<file path="src/rtl/idma_legalizer_req_arbiter.sv">
// Round-robin arbiter sharing one 1D legalizer between NumReq request sources,
// with an in-order ID FIFO that steers each backend completion back to its issuer.
module idma_legalizer_req_arbiter #(
  parameter int unsigned NumReq         = 4,
  parameter int unsigned MaxOutstanding = 8,
  parameter type         idma_req_t     = logic,
  parameter type         idma_rsp_t     = logic,
  localparam int unsigned IdxW = (NumReq > 1) ? $clog2(NumReq) : 1,
  localparam int unsigned CntW = $clog2(MaxOutstanding + 1)
) (
  input  logic                clk_i,
  input  logic                rst_ni,
  // requester side
  input  idma_req_t           req_i       [NumReq],
  input  logic [NumReq-1:0]   valid_i,
  output logic [NumReq-1:0]   ready_o,
  // legalizer side
  output idma_req_t           req_o,
  output logic                valid_o,
  input  logic                ready_i,
  // backend completion side
  input  idma_rsp_t           rsp_i,
  input  logic                rsp_valid_i,
  output logic                rsp_ready_o,
  // per-requester completion side
  output idma_rsp_t           rsp_o       [NumReq],
  output logic [NumReq-1:0]   rsp_valid_o,
  input  logic [NumReq-1:0]   rsp_ready_i,
  // status
  output logic                busy_o,
  output logic [CntW-1:0]     num_outstanding_o
);

  localparam int unsigned PtrW = (MaxOutstanding > 1) ? $clog2(MaxOutstanding) : 1;

  typedef logic [IdxW-1:0] idx_t;
  typedef logic [PtrW-1:0] ptr_t;

  if (NumReq < 2) begin : g_num_req_check
    $error("idma_legalizer_req_arbiter: NumReq must be >= 2");
  end
  if (MaxOutstanding < 1) begin : g_max_outstanding_check
    $error("idma_legalizer_req_arbiter: MaxOutstanding must be >= 1");
  end

  function automatic idx_t idx_inc(idx_t i);
    return (32'(i) == NumReq - 1) ? idx_t'(0) : idx_t'(i + 1'b1);
  endfunction

  function automatic ptr_t ptr_inc(ptr_t p);
    return (32'(p) == MaxOutstanding - 1) ? ptr_t'(0) : ptr_t'(p + 1'b1);
  endfunction

  idx_t            rr_q;
  logic            lock_q;
  idx_t            lock_idx_q;
  idx_t            fifo_q [MaxOutstanding];
  ptr_t            wr_ptr_q, rd_ptr_q;
  logic [CntW-1:0] count_q;

  idx_t winner, rr_cand, head;
  logic found, any_valid, full, empty, push, pop;

  // Winner: the locked index, else first valid at or after the rr pointer.
  // NOTE: every always_comb output gets a default first so no latch is inferred.
  always_comb begin
    winner  = rr_q;
    rr_cand = rr_q;
    found   = 1'b0;
    if (lock_q) begin
      winner = lock_idx_q;
    end else begin
      for (int unsigned i = 0; i < NumReq; i++) begin
        rr_cand = idx_t'((32'(rr_q) + i) % NumReq);
        if (valid_i[rr_cand] && !found) begin
          winner = rr_cand;
          found  = 1'b1;
        end
      end
    end
  end

  assign any_valid = |valid_i;
  assign full      = (count_q == CntW'(MaxOutstanding));
  assign empty     = (count_q == '0);

  // Gated by rst_ni so no request leaks to the legalizer while reset is held.
  assign valid_o   = rst_ni & any_valid & ~full;
  assign push      = valid_o & ready_i;
  assign req_o     = req_i[winner];

  always_comb begin
    ready_o = '0;
    if (push) ready_o[winner] = 1'b1;
  end

  assign head        = fifo_q[rd_ptr_q];
  assign rsp_ready_o = ~empty & rsp_ready_i[head];
  assign pop         = rsp_valid_i & rsp_ready_o;

  always_comb begin
    rsp_valid_o = '0;
    if (rsp_valid_i && !empty) rsp_valid_o[head] = 1'b1;
  end

  always_comb begin
    for (int unsigned i = 0; i < NumReq; i++) rsp_o[i] = rsp_i;
  end

  assign busy_o            = (count_q != '0) | lock_q | valid_o;
  assign num_outstanding_o = count_q;

  // NOTE: sequential state uses non-blocking assignments so every flop samples
  // pre-edge values regardless of statement order.
  always_ff @(posedge clk_i or negedge rst_ni) begin
    if (!rst_ni) begin
      rr_q       <= '0;
      lock_q     <= 1'b0;
      lock_idx_q <= '0;
      wr_ptr_q   <= '0;
      rd_ptr_q   <= '0;
      count_q    <= '0;
    end else begin
      if (push) begin
        rr_q     <= idx_inc(winner);
        lock_q   <= 1'b0;
        wr_ptr_q <= ptr_inc(wr_ptr_q);
      end else if (valid_o) begin
        lock_q     <= 1'b1;
        lock_idx_q <= winner;
      end
      if (pop) rd_ptr_q <= ptr_inc(rd_ptr_q);
      unique case ({push, pop})
        2'b10:   count_q <= count_q + 1'b1;
        2'b01:   count_q <= count_q - 1'b1;
        default: count_q <= count_q;
      endcase
    end
  end

  // NOTE: FIFO storage has no reset; count and pointers alone define which
  // entries are live, so stale contents are never observed.
  always_ff @(posedge clk_i) begin
    if (push) fifo_q[wr_ptr_q] <= winner;
  end

`ifndef SYNTHESIS
  idma_req_t lock_req_q;

  always_ff @(posedge clk_i or negedge rst_ni) begin
    if (!rst_ni) begin
      lock_req_q <= '0;
    end else begin
      if (valid_o && !ready_i) lock_req_q <= req_o;
      assert (!(rsp_valid_i && empty))
        else $error("completion received with no transfer outstanding");
      assert (!(push && full))
        else $error("push into full ID FIFO");
      if (lock_q) begin
        assert (valid_i[lock_idx_q])
          else $error("requester %0d withdrew valid while locked", lock_idx_q);
        assert (req_i[lock_idx_q] === lock_req_q)
          else $error("requester %0d changed req while locked", lock_idx_q);
      end
    end
  end
`endif

endmodule

</file>
<file path="config.mk">
export PLATFORM = sky130hd
export DESIGN_NAME = idma_legalizer_req_arbiter
export DESIGN_NICKNAME = d
export VERILOG_FILES = /design/src/rtl/idma_legalizer_req_arbiter.sv
export SDC_FILE = /design/constraint.sdc
export NUM_CORES = 1
export LEC_CHECK = 0
export CAP_MARGIN = 0
export CORE_ASPECT_RATIO = 2
export CORE_MARGIN = 2
export CORE_UTILIZATION = 40
export DETAILED_ROUTE_END_ITERATION = 16
export GPL_ROUTABILITY_DRIVEN = 0
export MAX_ROUTING_LAYER = met4
export PLACE_DENSITY = 0.77
export SKIP_LAST_GASP = 1
export SYNTH_ARGS = -nofsm -noshare
export SYNTH_HDL_FRONTEND = slang
export SYNTH_SLANG_ARGS = --single-unit
</file>
<file path="constraint.sdc">
create_clock -name clk_i -period 3.7 [get_ports clk_i]
set_input_delay 0.37 -clock clk_i [delete_from_list [all_inputs] [get_ports clk_i]]
set_output_delay 0.37 -clock clk_i [all_outputs]
set_load 0.01 [all_outputs]
</file>
# After elaboration in Yosys (flattened, before gate mapping)
# Memories as Yosys holds them, arrays and structs flattened.
# Cells that the tools add are included.
dict set report classes {
  add_sub_neg 8
  n_mul 0
  n_div 0
  n_lt_le_gt_ge 9
  eq_ne 6
  shifts 0
  muxes 37
  n_bitwise 11
  n_reduce_logical 16
}
# op n
set op_table {}
lappend op_table {{$mux 1} 19}
lappend op_table {{$lt 2x3->1 const B} 6}
lappend op_table {{$bmux 1 s2} 6}
lappend op_table {{$mux 2} 5}
lappend op_table {{$mux 4} 2}
lappend op_table {{$pmux 4 s2} 1}
lappend op_table {{$add 3x1->3 const B} 2}
lappend op_table {{$eq 3x3->1 const B} 2}
lappend op_table {{$logic_and 1x1->1} 6}
lappend op_table {{$mux 3} 2}
lappend op_table {{$and 1x1->1} 5}
lappend op_table {{$add 2x1->2 const B} 2}
lappend op_table {{$add 2x2->2 const B} 2}
lappend op_table {{$add 4x1->4 const B} 1}
lappend op_table {{$demux 1 s2} 2}
lappend op_table {{$eq 2x2->1 const B} 2}
lappend op_table {{$eq 4x4->1 const B} 1}
lappend op_table {{$ge 2x1->1 const B} 2}
lappend op_table {{$logic_not 1->1} 4}
lappend op_table {{$logic_not 4->1} 1}
lappend op_table {{$reduce_bool 2->1} 2}
lappend op_table {{$reduce_bool 4->1} 1}
lappend op_table {{$reduce_or 4->1} 1}
lappend op_table {{$sub 4x1->4 const B} 1}
lappend op_table {{6 further kinds} 9}
dict set report totals {
  ff_bits 15
  latch_bits 0
  ram_bits 16
  rom_bits 0
  inputBits 17
  out_inout_bits 20
  wordCells 94
  n_memories 1
}
# name words width read_ports rd_clocked_by_memory_dff write_ports line_no
set mem_list {}
lappend mem_list {fifo_q 8 2 1 0 1 57} ;# idx_t fifo_q [MaxOutstanding];

# Longest topological paths before layout
dict set report depth {
  depth_word 21
  depth_mapped 13
  mapped_depth_nobuf 12
}

# Worst setup path after synthesis
# No wires, ideal clock.
dict set report synth_timing {
  path_type {register -> register}
  startpoint {reg rd_ptr_q[1]}
  endpoint {reg count_q[3], in the netlist num_outstanding_o[3]}
  setup_time_ns 0.128
  t_arrival_ns 3.013
  required_ns 3.572
  setup_slack_ns 0.559
  stages_incl_launch_ff 14
  path_buffers 1
  period_less_slack_ns 3.141
  path_cell_list {dfrtp_1 buf_6 mux2_1 mux4_2 mux4_2 nand2_4 inv_1 ha_1 ha_1 a21o_1 a21oi_1 xnor2_1 nor2_1 xor2_1}
}
dict set report synth_between {
  elab_chain_len 7
  elab_cells_between_ends 9
  classes_between {eq/ne: 2; mux: 3; bitwise: 2; reduce/logical: 1; memory: 1}
}
# item line_no
set synth_lines {}
lappend synth_lines {{from (decl)} 58} ;# ptr_t wr_ptr_q, rd_ptr_q;
lappend synth_lines {{from (signal assigned)} 132} ;# if (pop) rd_ptr_q <= ptr_inc(rd_ptr_q);
lappend synth_lines {{$mem_v2 8x2 (*)} n/a}
lappend synth_lines {{$bmux 1 s2 (*)} 98} ;# assign rsp_ready_o = ~empty & rsp_ready_i[head];
lappend synth_lines {{$mux 1 (not written as such) (*)} 98}
lappend synth_lines {{$and 1x1->1 (*)} 98}
lappend synth_lines {{$and 1x1->1 (*)} 99} ;# assign pop = rsp_valid_i & rsp_ready_o;
lappend synth_lines {{named net pop} 62} ;# logic found, any_valid, full, empty, push, pop;
lappend synth_lines {{$eq 2x1->1 / $eq 2x2->1 (equally long branches)} 133} ;# unique case ({push, pop})
lappend synth_lines {{$pmux 4 s2 / $reduce_bool 2->1 (equally long branches)} n/a}
lappend synth_lines {{to (signal assigned)} 134} ;# 2'b10: count_q <= count_q + 1'b1;
lappend synth_lines {{to (signal assigned)} 135} ;# 2'b01: count_q <= count_q - 1'b1;
lappend synth_lines {{to (signal assigned)} 136} ;# default: count_q <= count_q;
lappend synth_lines {{to (decl)} 59} ;# logic [CntW-1:0] count_q;
# Mark *: on every way through the listed nets, which the timed path passes. The rest lies on a longest branch. The select of a mux whose other input is x is not followed.
# A chain may end at the register's enable or synchronous reset.

# Worst setup path in the final report
# Same ends and word-level chain as after synthesis.

==> metrics.md <==
| Metric | Value |
|---|---|
| TritonCTS clock tree | built |
| Nets@finish | roughly 210 |
| Via Count | between 1000 and 1500 |
| Die area | a little over 5000 um2 |
| Slew headroom | 66.4% |
| Worst skew pair latency | 0.28 ns |
| Max Slew Vio Count | 0 |
| Max-Cap Viols | 0 |
| Port Buffer Count | 31 |
| Reg area | ~860 um2 |
| Initial antenna violation count | 0 |
| Initial detailed-routing violation count | 19 |
| Area delta synth->final | 24.5% |
| Post-CTS Hold Buffers | 0 |
| Setup TNS | 0 ns |
| Power per cell area | about 760 nW/um2 |
| Bufs and invs on worst path | 1 |
| Critical Path Fanout Max | 8 |
| Skew final | 0.00622 ns |
| Avg Cell Area, Syn | 11.9 um2 |
| Final setup margin | 0.344 ns |
| Initial Util | about two fifths |
| Drt wl/cell | 14.6 um |
| Startpoint Class | flop |
| FF-to-FF End | num_outstanding_o[3]$_DFFE_PN0P_ |
| First-pass GRT wire length | 5780 um |
| Root Buffer | clkbuf_8 |
| Reg2Reg Depth | 12 |
| H-Tree Depth | 2 |
| Core footprint | 4300 um2 |
| CTS-repair resized insts | 0 |
| Reg clk slew, reported paths | roughly 0.070 ns |
| Status | complete, no violations |
| R2r startpoint | rd_ptr_q[1]$_DFFE_PN0P_ |
| Least-Margin Pin Slew | 0.504 ns |
| Die X | 51.2 um |
| Detailed placement HPWL | 2700 um |
| TritonCTS Buffers | 5 |
| Maximum VDD drop | 0.402 mV |
| Arrival time worst endpoint | about 3.5 ns |
| Max stage delay cell, worst path | dfrtp_1 |
| Final Util | 51.6% |
| Synth cell types | 37 |
| Hold depth | 1 |
| Post-synth top area share | 27.0% |
| Worst hold path class | flop to flop |
| Vias in the first global route | ~1300 |
| Post-CTS setup buffer count | 0 |
| Detailed Route WL | 3500 um |
| CP delay by family, top | multiplexers |
| Area leader, netlist | edfxtp_1 |
| Cell area after synthesis | 1780 um2 |
| Hold wc startpoint | lock_idx_q[1]$_DFFE_PN0P_ |
| Ant. Diodes | 0 |
| Most frequent cells in the layout | 31 x clkdlybuf4s50_1, 16 x edfxtp_1, 15 x dfrtp_1, 13 x nand2_1, 11 x ha_1 |
| Row count | 34 |
| Leakage | 0.929 nW |
| I/O Pins | 37 |
| Hold Path Sink | lock_idx_q[1]$_DFFE_PN0P_ |
| Synth Net Count | 178 |
| Share of post-route cells with drive strength above 1 | around an eighth |
| Clock Sinks | 31 |
| Most common cell after layout, fill and taps aside | clkdlybuf4s50_1 |
| Pre-CTS WS | 0.343 ns |
| DR pass1 iterations | 4 |
| Chip Height | 98.4 um |
| Vias per cell | 5.13 |
| Total track usage | 15.9% |
| Endpoints failing setup | 0 |
| Fmax | 298 MHz |
| Fill cells | 385 |
| CP max stage delay | 0.53 ns |
| Hold Vio Cnt, Final | 0 |
| Reg2Reg Setup Slack | 0.34 ns |
| Final ANT Viol Nets | 0 |
| Period Utilization, post-route | between 90% and 100% |
| RSZ-0062 raised after global routing | false |
| Sequence of cells on the critical path | mux2_1 -> mux4_2 -> mux4_2 -> nand2_4 -> inv_1 -> ha_1 -> ha_1 -> a21o_1 -> a21oi_1 -> xnor2_1 -> nor2_1 -> xor2_1 |
| DRC violations left | 0 |
| Final min period | ~3.4 ns |
| Crit path kind | flop to flop |
| Mapped Cells | 149 |
| Post-synthesis sequential area ratio | between 40% and 50% |
| Largest net degree at the start of global routing | 16 |
| Grt ovf | 0 |
| CP endpoint kind | flop |
| Multi-input logic area | 842 um2 |
| Clk buf depth | 2 |
| Synth top area cells | edfxtp_1 27%, dfrtp_1 21%, ha_1 7.7% |
| Worst EP required | around 3.9 ns |
| #FFs+latches synth | 31 |
| Yosys warns | 0 |
-- power breakdown --
| part | internal (mW) | switching [mW] | leakage [nW] |
|---|---|---|---|
| Combinational | 0.450 | 0.364 | 0.560 |
| Sequential | 0.489 | 0.140 | 0.326 |
| Clock | 0.129 | 0.118 | 0.0426 |
| Total | 1.07 | 0.622 | 0.929 |
-- cell families after synthesis --
family / synth area share (%)
XOR/XNOR: 1.97
multiplexers: 14.5
AO/OA/AOI/OAI: 6.68
adder cells (fa/ha/maj): 8.85
flip-flops: 48.1
AND/OR/NAND/NOR: 15.3
buffers and inverters: 4.64
-- state kept, by name, indices dropped and copies added (netlist names) --
signal / cells
fifo_q: 16
lock_idx_q: 2
lock_q: 1
num_outstanding_o: 4
rd_ptr_q: 3
rr_q: 2
wr_ptr_q: 3
-- worst register-to-register path: stages, from the launching register on --
cell     delay (ns)
dfrtp_1        0.53
mux2_1         0.36
mux4_2         0.50
mux4_2         0.49
nand2_4        0.13
inv_1          0.05
ha_1           0.21
ha_1           0.28
a21o_1         0.18
a21oi_1        0.16
xnor2_1        0.13
nor2_1         0.06
xor2_1         0.14
-- layer usage --
| layer | part of all wire [%] | routed length (um) | GRT usage (%) | vias up |
|---|---|---|---|---|
| met3 | 3.2 | 112 | 2.60 | 7 |
| met1 | 34 | 1210 | 13.6 | 592 |
| met2 | 60 | 2090 | 30.5 | 29 |
| li1 | - | - | - | 598 |
| met5 | 0 | 0 | - | - |
| met4 | 2.5 | 87 | 8.52 | 0 |
-- synth_stat cells --
master,number
and3_1,4
nor3_1,5
nand2_1,13
xor2_1,2
buf_4,4
o41ai_2,1
nor2_1,9
o21ai_0,4
edfxtp_1,16
a21oi_1,4
mux2_1,3
or2_2,1
a211oi_1,1
nor2b_1,6
nand4b_1,1
buf_6,1
dfrtp_1,15
nor3b_1,2
and2_0,1
mux2i_1,4
xnor2_1,2
o41ai_1,1
o31a_1,1
nor4b_1,2
inv_1,10
clkbuf_1,1
mux2_2,3
o21a_1,1
fa_1,1
nand2_4,1
nor4_1,2
a21o_1,2
mux2_4,4
mux4_2,4
o21bai_1,2
ha_1,11
nand2b_1,4
-- through the flow --
step	hold slack, ns	total power [mW]	area [um2]	std cells
after floorplan	0.0744	1.17	1780	149
after global placement	0.483	1.42	2140	231
after detailed placement	0.491	1.45	2140	231
after CTS	0.504	1.71	2220	239
after global routing	0.536	1.82	2220	239
final	0.500	1.69	2220	239
-- how the worst max path moves through the flow --
stage,from,end,slack [ns],depth (start not counted)
floorplan,rd_ptr_q[1]$_DFFE_PN0P_,num_outstanding_o[3]$_DFFE_PN0P_,0.56,13
detailed placement,rd_ptr_q[1]$_DFFE_PN0P_,num_outstanding_o[3]$_DFFE_PN0P_,0.34,12
global placement,rd_ptr_q[1]$_DFFE_PN0P_,num_outstanding_o[3]$_DFFE_PN0P_,0.38,12
finish,rd_ptr_q[1]$_DFFE_PN0P_,num_outstanding_o[3]$_DFFE_PN0P_,0.34,12
CTS,rd_ptr_q[1]$_DFFE_PN0P_,num_outstanding_o[3]$_DFFE_PN0P_,0.32,12
global route,rd_ptr_q[1]$_DFFE_PN0P_,num_outstanding_o[3]$_DFFE_PN0P_,0.24,12
-- area by class of cell --
| cell class | instances | area share [%] |
|---|---|---|
| Sequential cell | 31 | 38.6 |
| Multi-Input combinational cell | 102 | 38.0 |
| Timing Repair Buffer | 34 | 15.0 |
| Clock buffer | 6 | 3.27 |
| Tap cell | 54 | 3.05 |
| Inverter | 10 | 1.69 |
| Clock inverter | 2 | 0.395 |
No activity file was read; power rests on OpenSTA's default activity.
